### src/rtl/ddr_burst_splitter.sv
// ddr_burst_splitter
// Turns one long linear read or write transfer (up to 4096 beats) from a user
// master into a sequence of controller bursts. No burst exceeds MAX_BEATS or
// crosses a DDR row. Only one burst is outstanding at a time. Data beats pass
// straight through combinationally in both directions.
//
// Ports
//   core_clk, core_rst          clock / asynchronous active-high reset
//   cmd_valid/ready/wr/addr/len  transfer request (len = beats-1)
//   cmd_done                     one-cycle pulse after the last burst completes
//   busy                         transfer in progress
//   u_w*                         user write stream (valid/ready/data)
//   u_r*                         user read stream; u_rlast = final beat of transfer
//   aw*, w*, b*                  controller write address / data / response
//   ar*, r*                      controller read address / data
module ddr_burst_splitter #(
    parameter int BA_BITS   = 2,
    parameter int ROW_BITS  = 13,
    parameter int COL_BITS  = 10,
    parameter int DQ_LEVEL  = 1,
    parameter int MAX_BEATS = 256,
    localparam int AW = BA_BITS + ROW_BITS + COL_BITS + DQ_LEVEL - 1,
    localparam int DW = 8 << DQ_LEVEL
) (
    input  logic          core_clk,
    input  logic          core_rst,
    input  logic          cmd_valid,
    output logic          cmd_ready,
    input  logic          cmd_wr,
    input  logic [AW-1:0] cmd_addr,
    input  logic [11:0]   cmd_len,
    output logic          cmd_done,
    output logic          busy,
    input  logic          u_wvalid,
    output logic          u_wready,
    input  logic [DW-1:0] u_wdata,
    output logic          u_rvalid,
    input  logic          u_rready,
    output logic [DW-1:0] u_rdata,
    output logic          u_rlast,
    output logic          awvalid,
    input  logic          awready,
    output logic [AW-1:0] awaddr,
    output logic [7:0]    awlen,
    output logic          wvalid,
    input  logic          wready,
    output logic          wlast,
    output logic [DW-1:0] wdata,
    input  logic          bvalid,
    output logic          bready,
    output logic          arvalid,
    input  logic          arready,
    output logic [AW-1:0] araddr,
    output logic [7:0]    arlen,
    input  logic          rvalid,
    output logic          rready,
    input  logic          rlast,
    input  logic [DW-1:0] rdata
);

    // Beats per row; the beat index within a row is the address above the
    // byte-in-beat bits and below the row bits.
    localparam int              IDX_BITS  = COL_BITS - 1;
    localparam logic [16:0]     ROW_BEATS = 17'(1 << IDX_BITS);
    localparam logic [16:0]     MAX_B17   = 17'(MAX_BEATS);
    localparam logic [8:0]      MAX_B9    = 9'(MAX_BEATS);
    localparam logic [AW-1:0]   LOW_MASK  = AW'((1 << DQ_LEVEL) - 1);

    typedef enum logic [2:0] {
        IDLE,
        W_ADDR,
        W_DATA,
        W_RESP,
        R_ADDR,
        R_DATA
    } state_t;

    state_t        state_reg, state_next;
    logic [AW-1:0] addr_reg;
    logic [16:0]   remaining_reg;
    logic [8:0]    burst_reg;
    logic [8:0]    beat_cnt_reg;
    logic          alive_reg;
    logic          done_reg;

    // burst = min(remaining, MAX_BEATS, beats left in the row)
    function automatic logic [8:0] burst_calc(input logic [IDX_BITS-1:0] idx,
                                              input logic [16:0] rem);
        logic [16:0] row_left;
        row_left = ROW_BEATS - 17'(idx);
        if (row_left <= MAX_B17 && row_left <= rem)
            return row_left[8:0];
        else if (MAX_B17 <= rem)
            return MAX_B9;
        else
            return rem[8:0];
    endfunction

    logic          accept;
    logic          w_beat;
    logic          wlast_int;
    logic          w_end;
    logic          b_end;
    logic          r_end;
    logic          last_burst;
    logic [AW-1:0] start_addr;
    logic [16:0]   start_rem;
    logic [AW-1:0] addr_adv;
    logic [16:0]   remaining_adv;

    assign accept        = (state_reg == IDLE) && alive_reg && cmd_valid;
    assign w_beat        = (state_reg == W_DATA) && u_wvalid && wready;
    assign wlast_int     = (beat_cnt_reg == burst_reg - 9'd1);
    assign w_end         = w_beat && wlast_int;
    assign b_end         = (state_reg == W_RESP) && bvalid;
    // The read burst ends on the controller's rlast, not on the local count.
    assign r_end         = (state_reg == R_DATA) && rvalid && u_rready && rlast;
    assign start_addr    = cmd_addr & ~LOW_MASK;
    assign start_rem     = 17'(cmd_len) + 17'd1;
    // Address advance wraps naturally at the top of the AW-bit space.
    assign addr_adv      = addr_reg + (AW'(burst_reg) << DQ_LEVEL);
    assign remaining_adv = remaining_reg - 17'(burst_reg);
    assign last_burst    = (remaining_adv == 17'd0);

    always_ff @(posedge core_clk or posedge core_rst) begin
        if (core_rst) begin
            state_reg <= IDLE;
        end else begin
            state_reg <= state_next;
        end
    end

    always_ff @(posedge core_clk or posedge core_rst) begin
        if (core_rst) begin
            addr_reg      <= '0;
            remaining_reg <= '0;
            burst_reg     <= '0;
            beat_cnt_reg  <= '0;
            alive_reg     <= 1'b0;
            done_reg      <= 1'b0;
        end else begin
            // alive_reg keeps cmd_ready low until the first clock after reset.
            alive_reg <= 1'b1;
            done_reg  <= 1'b0;
            if (accept) begin
                addr_reg      <= start_addr;
                remaining_reg <= start_rem;
                burst_reg     <= burst_calc(start_addr[COL_BITS+DQ_LEVEL-2:DQ_LEVEL], start_rem);
            end else if (b_end || r_end) begin
                addr_reg      <= addr_adv;
                remaining_reg <= remaining_adv;
                burst_reg     <= burst_calc(addr_adv[COL_BITS+DQ_LEVEL-2:DQ_LEVEL], remaining_adv);
                done_reg      <= last_burst;
            end
            if (w_end) begin
                beat_cnt_reg <= '0;
            end else if (w_beat) begin
                beat_cnt_reg <= beat_cnt_reg + 9'd1;
            end
        end
    end

    always_comb begin
        state_next = state_reg;
        cmd_ready  = 1'b0;
        busy       = (state_reg != IDLE);
        cmd_done   = done_reg;
        u_wready   = 1'b0;
        u_rvalid   = 1'b0;
        u_rdata    = '0;
        u_rlast    = 1'b0;
        awvalid    = 1'b0;
        awaddr     = '0;
        awlen      = '0;
        wvalid     = 1'b0;
        wlast      = 1'b0;
        wdata      = '0;
        bready     = 1'b0;
        arvalid    = 1'b0;
        araddr     = '0;
        arlen      = '0;
        rready     = 1'b0;

        case (state_reg)
            IDLE: begin
                cmd_ready = alive_reg;
                if (accept) begin
                    state_next = cmd_wr ? W_ADDR : R_ADDR;
                end
            end
            W_ADDR: begin
                awvalid = 1'b1;
                awaddr  = addr_reg;
                awlen   = 8'(burst_reg - 9'd1);
                if (awready) begin
                    state_next = W_DATA;
                end
            end
            W_DATA: begin
                wvalid   = u_wvalid;
                u_wready = wready;
                wdata    = u_wdata;
                wlast    = wlast_int;
                if (w_end) begin
                    state_next = W_RESP;
                end
            end
            W_RESP: begin
                bready = 1'b1;
                if (bvalid) begin
                    state_next = last_burst ? IDLE : W_ADDR;
                end
            end
            R_ADDR: begin
                arvalid = 1'b1;
                araddr  = addr_reg;
                arlen   = 8'(burst_reg - 9'd1);
                if (arready) begin
                    state_next = R_DATA;
                end
            end
            R_DATA: begin
                u_rvalid = rvalid;
                rready   = u_rready;
                u_rdata  = rdata;
                // Only the last beat of the final burst closes the user transfer.
                u_rlast  = rlast && (remaining_reg == 17'(burst_reg));
                if (r_end) begin
                    state_next = last_burst ? IDLE : R_ADDR;
                end
            end
            default: begin
                state_next = IDLE;
            end
        endcase
    end

endmodule

### config.mk
export PLATFORM = sky130hd
export DESIGN_NAME = ddr_burst_splitter
export DESIGN_NICKNAME = d
export VERILOG_FILES = /design/src/rtl/ddr_burst_splitter.sv
export SDC_FILE = /design/constraint.sdc
export NUM_CORES = 1
export LEC_CHECK = 0
export ABC_AREA = 1
export ABC_CLOCK_PERIOD_IN_PS = 9480
export CAP_MARGIN = 20
export CORE_MARGIN = 3
export CORE_UTILIZATION = 26
export DETAILED_ROUTE_END_ITERATION = 8
export PLACE_DENSITY = 0.47
export RECOVER_POWER = 25
export SLEW_MARGIN = 40
export SYNTH_ARGS = -nofsm -noshare
export SYNTH_HDL_FRONTEND = slang
export SYNTH_SLANG_ARGS = --single-unit
### constraint.sdc
create_clock -name core_clk -period 9.48 [get_ports core_clk]
set_input_delay 1.896 -clock core_clk [delete_from_list [all_inputs] [get_ports core_clk]]
set_output_delay 1.896 -clock core_clk [all_outputs]
set_load 0.01 [all_outputs]
Yosys cells after proc, flatten, opt, wreduce, memory -nomap -nowiden
Cells that the tools add are included.

storage, ports and cells
  output and inout port bits = 110
  bits in registers = 65
  logic and storage cells = 92
  bits of input ports = 81

cells by class
  order comparisons = 6
  reductions and logical operators = 19
  $add $sub $neg = 7
  equal/unequal tests = 13
  muxes and demuxes = 40

operator list
  operator                                                                           number
  25-bit 2-to-1 mux                                                                  4
  9-bit 2-to-1 mux                                                                   8
  17-bit by 9-bit less-or-equal comparator with 1-bit output, second input constant  2
  17-bit 2-to-1 mux                                                                  2
  16-bit 2-to-1 mux                                                                  2
  25-bit by 10-bit adder with 25-bit output                                          1
  3-bit 2-to-1 mux                                                                   8
  10-bit by 9-bit subtractor with 11-bit output, first input constant                2
  3-bit case mux with 6 select lines                                                 1
  17-bit by 9-bit == test with 1-bit output                                          1
  17-bit by 13-bit less-or-equal comparator with 1-bit output                        1
  17-bit less-or-equal comparator                                                    1
  9-bit by 17-bit less-or-equal comparator with 1-bit output, first input constant   1
  17-bit logical NOT                                                                 1
  17-bit by 9-bit subtractor with 17-bit output                                      1
  8-bit 2-to-1 mux                                                                   2
  12-bit by 1-bit adder with 13-bit output, second input constant                    1
  9-bit by 13-bit less-or-equal comparator with 1-bit output, first input constant   1
  1-bit 2-to-1 mux                                                                   13
  1-bit logical AND                                                                  12
  2-bit != test, second input constant                                               6
  9-bit by 1-bit adder with 9-bit output, second input constant                      1
  9-bit == test                                                                      1
  9-bit by 1-bit subtractor with 9-bit output, second input constant                 1
  other kinds (8)                                                                    11

Logic depth before layout (Yosys ltp)
Gate-level depths: netlist (run 1).

  depth in word-level cells = 7
  depth in mapped cells = 26
  depth with buffers taken out = 26

Worst setup path after synthesis (run 1)
OpenSTA, ideal clock, no wires.

  path kind = input -> register
  start point = input port cmd_addr[1]
  end point = register burst_reg[7]
  data required time = 9.407 ns
  buffers on the path = 0
  stages = 21
  data arrival time = 4.322 ns
  setup time = 0.073 ns
  path slack = 5.085 ns
  path through = inv_1 > ha_1 > nand2_1 > nor2_2 > inv_1 > nor2_1 > xor2_1 > inv_1 > ha_1 > nand2_1 > nor2_1 > nand3_1 > nor3b_1 > nor2_4 > nand2_4 > nand2_4 > nand2_1 > nand2_1 > nor2_1 > nor2_1 > a21oi_2

between the ends
  cells in the longest elaborated chain, start to end = 5
  elaborated cells on any way between the ends = 6
  those cells by class = add/sub: 1; order compare: 2; mux: 2; reduce/logical: 1

RTL lines
  what                                                                                                                                              RTL line  RTL
  start: declaration                                                                                                                                30        input logic [AW-1:0] cmd_addr,
  10-bit by 9-bit subtractor with 11-bit output *                                                                                                   90        row_left = ROW_BEATS - 17'(idx);
  17-bit by 9-bit less-or-equal comparator with 1-bit output / 17-bit by 13-bit less-or-equal comparator with 1-bit output (equally long branches)  91        if (row_left <= MAX_B17 && row_left <= rem)
  1-bit logical AND                                                                                                                                 91
  9-bit 2-to-1 mux *                                                                                                                                91
  9-bit 2-to-1 mux *                                                                                                                                145       if (accept) begin
  end signal: assignment                                                                                                                            148       burst_reg <= burst_calc(start_addr[COL_BITS+DQ_LEVEL-2:DQ_LEVEL], start_rem);
  end signal: assignment                                                                                                                            152       burst_reg <= burst_calc(addr_adv[COL_BITS+DQ_LEVEL-2:DQ_LEVEL], remaining_adv);
  end: declaration                                                                                                                                  81        logic [8:0] burst_reg;

Mark *: on every way between the ends. The rest lies on a longest branch, timed or not.
A chain may end at the register's enable or synchronous reset.

==> impl_results.md, run 1 <==
- Final HPWL DP: 21.2 mm
- Ys flop type: dfrtp_1
- Via count: 7795
- NumNets Final: 1479
- Row Count: 60
- GPL Wtd Cong: 0.847
- Htree depth: 3
- Post-synth top area share: 22.0%
- Buf+Inv Stages, Crit Path: 3
- Post-route DRC: 0
- Area growth syn-to-layout: 34.4%
- Synth Area in Compound Gates: 9.70%
- Worst-Margin Slew: 3960 ps
- Initial Util: 26.7%
- Die width: 173 µm
- Clock Pin Slew Worst Setup and Hold Paths: 60 ps
- Leak Pwr: 4.83 nW
- Post-Synth XOR/XNOR Area: 4.68%
- # clock sinks: 64
- Synth Area in Adders: 8.13%
- Hold Crit Class: flop to flop
- CTS root buf: clkbuf_16
- Final setup vio count: 0
- Most common cell after layout, fill and taps aside: nand2_1
- Die Area: 0.0300 mm²
- Post-synth ARST share: 100%
- RSZ-0062 raised after global routing: false
- Post-Syn Instances: 1176
- Hold_buf cts: 0
- # IOs: 191
- Share of cells above drive strength 1: 7.37%
- #FFs+latches synth: 64
- Met1 WL: 12.8 mm
- Final Max Slew Viols: 65
- Routed len/inst: 15.4 µm
- Kind of cell adding the most delay to the critical path: buffers and inverters
- Startpoint types: primary input
- Tmin final: 5800 ps
- Post-route ant nets: 0
- Skew final: 9.41 ps
- Largest cells by area after synthesis: dfrtp_1 (22%), nand2_1 (15%), inv_1 (11%)
- Cell area after synthesis: 0.00727 mm²
- Crit path kind: primary input to async pin
- Largest net degree at the start of global routing: 65
- Most frequent cells in the layout: nand2_1 (281), inv_1 (212), nor2_1 (187)
- GRT overflow: 0
- Pwr Density: 357 mW/mm²
- Ant. Diodes: 0
- Simple-gate share of the synthesized area: 41.9%
- Setup TNS: 0 ps
- Max Clock Freq: 172 MHz
- Synth Area per Inst: 6.18 µm²
- CP max-delay cell: clkbuf_1
- GRT Total Usage: 17.4%
- Number of synthesized flops with an enable pin: 0
- Critical Path Fanout Max: 64
- Initial antenna violation count: 0
- Largest family of logic cells by synthesized area: simple AND/OR/NAND/NOR gates
- Finished Layout Cells: 1728
- Num CTS Buffers: 9
- Status: complete, but fails checks
- Chip height: 173 µm
- Sequential-to-total area share from yosys stat: 22.0%
- Vias per cell: 4.51
- Cell variety after synth: 51
- Highest metal used: met4
- CP Data Arrival Time: 5330 ps
- Finished Core Util: 35.9%
- Hold Vio Cnt, Final: 0
- Failing checks: capacitance limit, slew limit
- Met3 Wirelength: 934 µm
- CP max stage delay: 2750 ps
- Longest Clk Path Bufs: 2
- Vias in the first global route: 7401
- Post-CTS Setup Repair Bufs: 0
- Ordered cell list for the critical path: dlygate4sd3_1 > clkinv_1 > clkbuf_1
- CTS resizes: 0
- Multiplexer share of the synthesized area: 0%
- Drt total wl: 26.7 mm
- Slew HR: -164%
- Max reg flops: 24
- CTS tree: built
- Met2 Wirelength: 12.5 mm
- Req. time, crit path: 9010 ps
- Max-Cap Viols: 1
- Drt initial violations: 529
- Skew-Pair Late Insertion Delay: 350 ps
- Number of buffers added on ports: 187
- Pre-Repair DR Iteration Count: 5
- Yosys Warn Count: 0
- Crit share post-route: 61.2%
- First-pass GRT wire length: 42.0 mm
- Core area: 0.0272 mm²
- Setup crit end kind: async pin
- Max VDD drop: 0.158 mV
- Synth area leader: dfrtp_1
- Cells after DPL: 1713
kinds of logic after synthesis:
kind of cell / count (synthesis)
simple gates: 674
buf+inv: 252
compound gates: 100
flops: 64
fa+ha+maj: 46
xor+xnor: 38
other cells: 2
worst register-to-register path, cell delays in order, from the launching register on:
cell	delay, ps
dfrtp_1	520
ha_1	300
fa_1	460
nand2_1	90
nand2_1	60
nand3_1	90
nand2_1	60
nand2_1	50
nand2_1	160
nand4_1	180
or2_1	360
inv_1	110
ha_1	310
nand2_1	50
nor2_1	140
nand2_1	80
nand3_1	70
nand3_1	90
nor2_1	120
nand3_2	230
nand3_4	210
nand2_1	80
nand3_1	130
a21oi_2	70
per-stage QoR:
stage	setup slack, ps	area [µm²]	total power [mW]	hold WS, ps
after floorplan	5080	7270	2.38	465
after global placement	4040	9500	3.17	486
after detailed placement	4040	9500	3.19	485
after CTS	4010	9780	3.52	505
after global routing	2880	9770	3.90	538
final	3680	9770	3.49	506
Yosys cell counts, drive strengths merged, types with 22 or more instances:
| cell type | count |
|---|---|
| o221ai | 27 |
| dfrtp | 64 |
| inv | 225 |
| nand2 | 302 |
| a21oi | 29 |
| nor2 | 200 |
| nor3 | 22 |
| nand3 | 111 |
| nand4 | 24 |
| xor2 | 29 |
| o21ai | 23 |
| ha | 44 |
metal layers:
metal / vias to the layer above / GRT usage, %
met5: - / 0
met4: 0 / 3.61
met3: 23 / 2.44
met2: 169 / 29.5
met1: 3538 / 23.7
li1: 4065 / -
power breakdown:
| part | internal [mW] | switching (mW) | total, mW |
|---|---|---|---|
| Clock | 0.182 | 0.134 | 0.316 |
| Sequential | 0.393 | 0.136 | 0.530 |
| Combinational | 0.960 | 1.68 | 2.64 |
| Total | 1.54 | 1.95 | 3.49 |
worst paths after layout:
check,start,endpoint,cells after the start,slack [ps]
setup / recovery,core_rst,remaining_reg[12]$_DFFE_PP0P_,3,3680
hold / removal,remaining_reg[7]$_DFFE_PP0P_,remaining_reg[7]$_DFFE_PP0P_,2,510
setup reg to reg,burst_reg[0]$_DFFE_PP0P_,burst_reg[6]$_DFFE_PP0P_,23,5350
hold reg to reg,remaining_reg[7]$_DFFE_PP0P_,remaining_reg[7]$_DFFE_PP0P_,2,510
max in group core_clk,rlast,u_rlast,4,4030
min in group asynchronous,core_rst,state_reg[1]$_DFFE_PP0P_,3,3530
cell type report:
class	instances	area, µm²
fillers	2997	17400
multi-input cells	861	4690
repair buffers	189	1880
flip-flops and latches	64	1600
inverters	227	853
well taps	372	465
clock buffers	10	239
clock inverters	5	33.8
(Power assumes the default switching activity.)
==> inputs of run 2 (changes only) <==
- ABC_CLOCK_PERIOD_IN_PS: 9480 -> 6000
- clock period: 9.48 -> 6 ns (I/O delays scaled with it)
==> impl_results.md, run 2 (synthesis results as in run 1) <==
- Cells after DPL: 1714
- Register area: 0.00160 mm²
- Max VDD drop: 0.274 mV
- CTS resizes: 0
- Post-route ant nets: 0
- Final Max Slew Viols: 36
- Longest Clk Path Bufs: 2
- Initial Util: 26.7%
- GRT Total Usage: 17.7%
- CP Data Arrival Time: 3220 ps
- Setup crit end kind: primary output
- DP Area: 0.00951 mm²
- Largest net degree at the start of global routing: 40
- Max reg flops: 24
- Skew-Pair Late Insertion Delay: 350 ps
- RSZ-0062 raised after global routing: false
- Final HPWL DP: 21.4 mm
- Req. time, crit path: 4800 ps
- GRT overflow: 0
- Ant. Diodes: 0
- Core area: 0.0272 mm²
- Htree depth: 3
- Initial antenna violation count: 0
- Final setup vio count: 0
- Leak Pwr: 4.87 nW
- Critical Path Fanout Max: 5
- Area growth syn-to-layout: 35.4%
- # clock sinks: 64
- Post-route DRC: 0
- Max-Cap Viols: 1
- # IOs: 191
- Chip height: 173 µm
- Routed len/inst: 15.7 µm
- Power Total: 5.65 mW
- Drt total wl: 27.1 mm
- Die width: 173 µm
- Pwr Density: 575 mW/mm²
- Hold_buf cts: 0
- Vias in the first global route: 7484
- Final-layout fill cell count: 3007
- Most common cell after layout, fill and taps aside: nand2_1
- Most frequent cells in the layout: nand2_1 (281), inv_1 (213), nor2_1 (187)
- Slew HR: -49.1%
- Worst-Margin Slew: 2240 ps
- Design area: 0.00983 mm²
- Setup TNS: 0 ps
- Number of buffers added on ports: 187
- Crit share post-route: 73.7%
- GPL Wtd Cong: 0.851
- Crit path kind: flop to primary output
- Post-CTS Setup Repair Bufs: 0
- Via count: 7884
- Skew final: 10.2 ps
- Startpoint types: flop
- CTS tree: built
- Failing checks: capacitance limit, slew limit
- First-pass GRT wire length: 42.3 mm
- Die Area: 0.0300 mm²
- Status: complete, but fails checks
- Num CTS Buffers: 9
- Vias per cell: 4.56
- CTS root buf: clkbuf_16
- Clock Pin Slew Worst Setup and Hold Paths: 70 ps
- Pre-Repair DR Iteration Count: 6
- Row Count: 60
- Area occupied by multi-input gates: 0.00469 mm²
- Hold Crit Class: flop to flop
- Tmin final: 4420 ps
- Max Clock Freq: 226 MHz
- Finished Layout Cells: 1730
- Share of cells above drive strength 1: 7.51%
- Hold Vio Cnt, Final: 0
- NumNets Final: 1480
- Drt initial violations: 544
==> run 2: layout make-up <==
type / count / share of cell area, %
multi-input combinational: 861 / 47.7
timing repair buffer: 190 / 19.2
sequential: 64 / 16.3
inverter: 227 / 8.69
tap: 372 / 4.73
clock buffer: 10 / 2.43
clock inverter: 6 / 0.929
==> run 2: metal layers <==
layer | global-route usage [%] | part of all wire (%)
met1 | 23.9 | 47
met4 | 3.89 | 1.5
met2 | 29.6 | 47
met5 | 0 | 0
met3 | 2.99 | 4.8
==> run 2: worst max-delay path, cell delays in order, from the launching register on <==
cell and delay, ps:
dfrtp_1 490, inv_1 210, ha_1 210, nand3_1 140
nor3_1 200, xor2_1 350, or2_1 170, nand2_1 50
nor3_1 130, nand3b_1 200, nor2_1 130, clkdlybuf4s50_1 570
==> run 2: stage by stage <==
stage | hold WS, ps | util [%] | setup slack [ps]
3_3_place_gp | 484 | 35.0 | 1430
4_1_cts | 506 | 36.2 | 1510
5_1_grt | 523 | 36.2 | 1030
2_1_floorplan | 465 | - | 2300
3_5_place_dp | 483 | 35.0 | 1390
6_report | 500 | 36.2 | 1580
==> run 2: power by group <==
| group | leakage, nW | internal (mW) | total, mW | switching (mW) |
|---|---|---|---|---|
| clock | 0.163 | 0.378 | 0.601 | 0.223 |
| combinational | 3.91 | 1.52 | 4.21 | 2.69 |
| sequential | 0.799 | 0.621 | 0.845 | 0.224 |
==> run 2: worst paths after layout <==
check | endpoint | depth (start not counted) | from | slack [ps]
worst max-delay path | wlast | 11 | burst_reg[1]$_DFFE_PP0P_ | 1580
worst min-delay path | remaining_reg[3]$_DFFE_PP0P_ | 2 | remaining_reg[3]$_DFFE_PP0P_ | 500
worst max register to register | burst_reg[4]$_DFFE_PP0P_ | 23 | burst_reg[0]$_DFFE_PP0P_ | 1860
worst min register to register | remaining_reg[3]$_DFFE_PP0P_ | 2 | remaining_reg[3]$_DFFE_PP0P_ | 500
max in group asynchronous | remaining_reg[9]$_DFFE_PP0P_ | 3 | core_rst | 1620
min in group asynchronous | alive_reg$_DFF_PP0_ | 2 | core_rst | 1650
==> inputs of run 3 (changes only) <==
- ABC_CLOCK_PERIOD_IN_PS: 6000 -> 3850
- PLACE_DENSITY: 0.47 -> 0.49
- clock period: 6 -> 3.85 ns (I/O delays scaled with it)
==> impl_results.md, run 3 (synthesis results as in run 1) <==
- Status: complete, but fails checks
- Failing checks: capacitance limit, slew limit
- Max reg flops: 24
- GPL Wtd Cong: 0.851
- Final-layout fill cell count: 3017
- Worst-Margin Slew: 1530 ps
- Longest Clk Path Bufs: 2
- Req. time, crit path: 4080 ps
- Via count: 7985
- Startpoint types: flop
- Max VDD drop: 0.404 mV
- Crit path kind: flop to flop
- Final Max Slew Viols: 56
- Chip height: 173 µm
- CP max stage delay: 540 ps
- Buf+Inv Stages, Crit Path: 2
- Reg2Reg Depth: 22
- First-pass GRT wire length: 41.7 mm
- CTS root buf: clkbuf_16
- Post-route ant nets: 0
- RSZ-0062 raised after global routing: true
- Hold Vio Cnt, Final: 0
- Drt initial violations: 532
- Kind of cell adding the most delay to the critical path: simple AND/OR/NAND/NOR gates
- Hold Crit Class: flop to flop
- Leak Pwr: 5.08 nW
- Die width: 173 µm
- Tmin final: 3660 ps
- Worst r2r src: burst_reg[1]$_DFFE_PP0P_
- Final setup vio count: 0
- Most frequent cells in the layout: nand2_1 (280), inv_1 (211), clkdlybuf4s50_1 (185)
- Area growth syn-to-layout: 41.1%
- Num CTS Buffers: 9
- Post-route DRC: 0
- Final HPWL DP: 21.7 mm
- Finished Layout Cells: 1775
- Ant. Diodes: 0
- Hold WS: 498 ps
- Largest net degree at the start of global routing: 56
- Pre-Repair DR Iteration Count: 5
- R2R Setup Slk: 190 ps
- Routed len/inst: 15.0 µm
- Max Clock Freq: 273 MHz
- DP Area: 0.00984 mm²
- Drt total wl: 26.6 mm
- Max-Cap Viols: 1
- WP depth: 22
- Vias in the first global route: 7494
- CTS tree: built
- Cells after DPL: 1757
- Final setup margin: 186 ps
- Skew final: 6.14 ps
- Skew-Pair Late Insertion Delay: 340 ps
- Critical Path Fanout Max: 5
- Design area: 0.0103 mm²
- Slew HR: -1.87%
- GRT overflow: 0
- CP Data Arrival Time: 3890 ps
- Share of cells above drive strength 1: 11.8%
- Critical Path Sink: burst_reg[4]$_DFFE_PP0P_
- Most common cell after layout, fill and taps aside: nand2_1
- Die Area: 0.0300 mm²
- # clock sinks: 64
- Initial Util: 26.7%
- Core area: 0.0272 mm²
- Worst setup slack after placement: -83.3 ps
- NumNets Final: 1525
- Crit path launch: burst_reg[1]$_DFFE_PP0P_
- Crit share post-route: 95.2%
- # IOs: 191
- Initial antenna violation count: 0
- Htree depth: 3
- Clock Pin Slew Worst Setup and Hold Paths: 60 ps
- Vias per cell: 4.50
- Row Count: 60
- Setup crit end kind: flop
- Ordered cell list for the critical path: fa_2 > inv_2 > ha_1 > inv_1 > nor2_4 > nand3_2 > nor2_2 > nand2_2 > o21ai_2 > nand2_4 > ha_4 > nand2_1 > nor2_1 > nand2_1 > nand3_1 > nand3_2 > nor2_4 > nand3_4 > nand3_2 > nand2_1 > nand3_1 > a21oi_2
- Number of buffers added on ports: 187
- CP max-delay cell: dfrtp_1
- Power Total: 9.28 mW
- GRT Total Usage: 17.3%
- Pwr Density: 905 mW/mm²
- Critical R2R Capture: burst_reg[4]$_DFFE_PP0P_
==> run 3: power breakdown <==
| group | internal (mW) | switching [mW] | total, mW | leakage (nW) |
|---|---|---|---|---|
| clock | 0.522 | 0.347 | 0.868 | 0.145 |
| combinational | 2.70 | 4.43 | 7.13 | 4.14 |
| sequential | 0.968 | 0.316 | 1.28 | 0.799 |
==> run 3: what timing repair did <==
item,CTS,global route
endpoints found under the setup margin,1,10
resized for setup,3,21
pin swaps,0,7
hold buffers,0,0
buffers inserted,0,0
cloned,0,2
==> run 3: metrics by stage <==
stage | util [%] | TNS (ps)
2_1_floorplan | - | 0
3_3_place_gp | 36.2 | -323
3_5_place_dp | 36.2 | -584
4_1_cts | 37.4 | 0
5_1_grt | 37.7 | -213
6_report | 37.7 | 0
==> run 3: final cells by class <==
cell class                      instances  area [µm²]  area share (%)
Clock buffer                           10         239            2.33
Clock inverter                          6        67.6           0.659
Inverter                              227         852            8.31
Multi-Input combinational cell        863        4810            46.9
Sequential cell                        64        1600            15.6
Tap cell                              372         465            4.54
Timing Repair Buffer                  233        2210            21.6
==> run 3: routing by layer <==
layer	vias up	track usage [%]	wire (µm)
li1	4151	-	-
met2	170	29.6	12600
met1	3646	23.6	12800
met5	-	0	0
met3	18	2.31	883
met4	0	3.14	258
==> run 3: worst reg2reg max path, stage by stage (launching register included) <==
cell and delay [ps]:
dfrtp_1 540, fa_2 510, inv_2 80, ha_1 140, inv_1 70, nor2_4 110
nand3_2 110, nor2_2 130, nand2_2 80, o21ai_2 190, nand2_4 100, ha_4 280
nand2_1 50, nor2_1 130, nand2_1 70, nand3_1 100, nand3_2 100, nor2_4 190
nand3_4 160, nand3_2 170, nand2_1 70, nand3_1 120, a21oi_2 60
==> run 3: how the worst min path moves through the flow <==
stage | endpoint | startpoint | slack, ps | cells past startpoint
5_1_grt | remaining_reg[3]$_DFFE_PP0P_ | remaining_reg[3]$_DFFE_PP0P_ | 520 | 2
3_5_place_dp | remaining_reg[5]$_DFFE_PP0P_ | remaining_reg[5]$_DFFE_PP0P_ | 490 | 2
3_3_place_gp | remaining_reg[2]$_DFFE_PP0P_ | remaining_reg[2]$_DFFE_PP0P_ | 480 | 2
4_1_cts | remaining_reg[7]$_DFFE_PP0P_ | remaining_reg[7]$_DFFE_PP0P_ | 500 | 2
6_report | remaining_reg[7]$_DFFE_PP0P_ | remaining_reg[7]$_DFFE_PP0P_ | 500 | 2
2_1_floorplan | remaining_reg[2]$_DFFE_PP0P_ | remaining_reg[2]$_DFFE_PP0P_ | 470 | 2
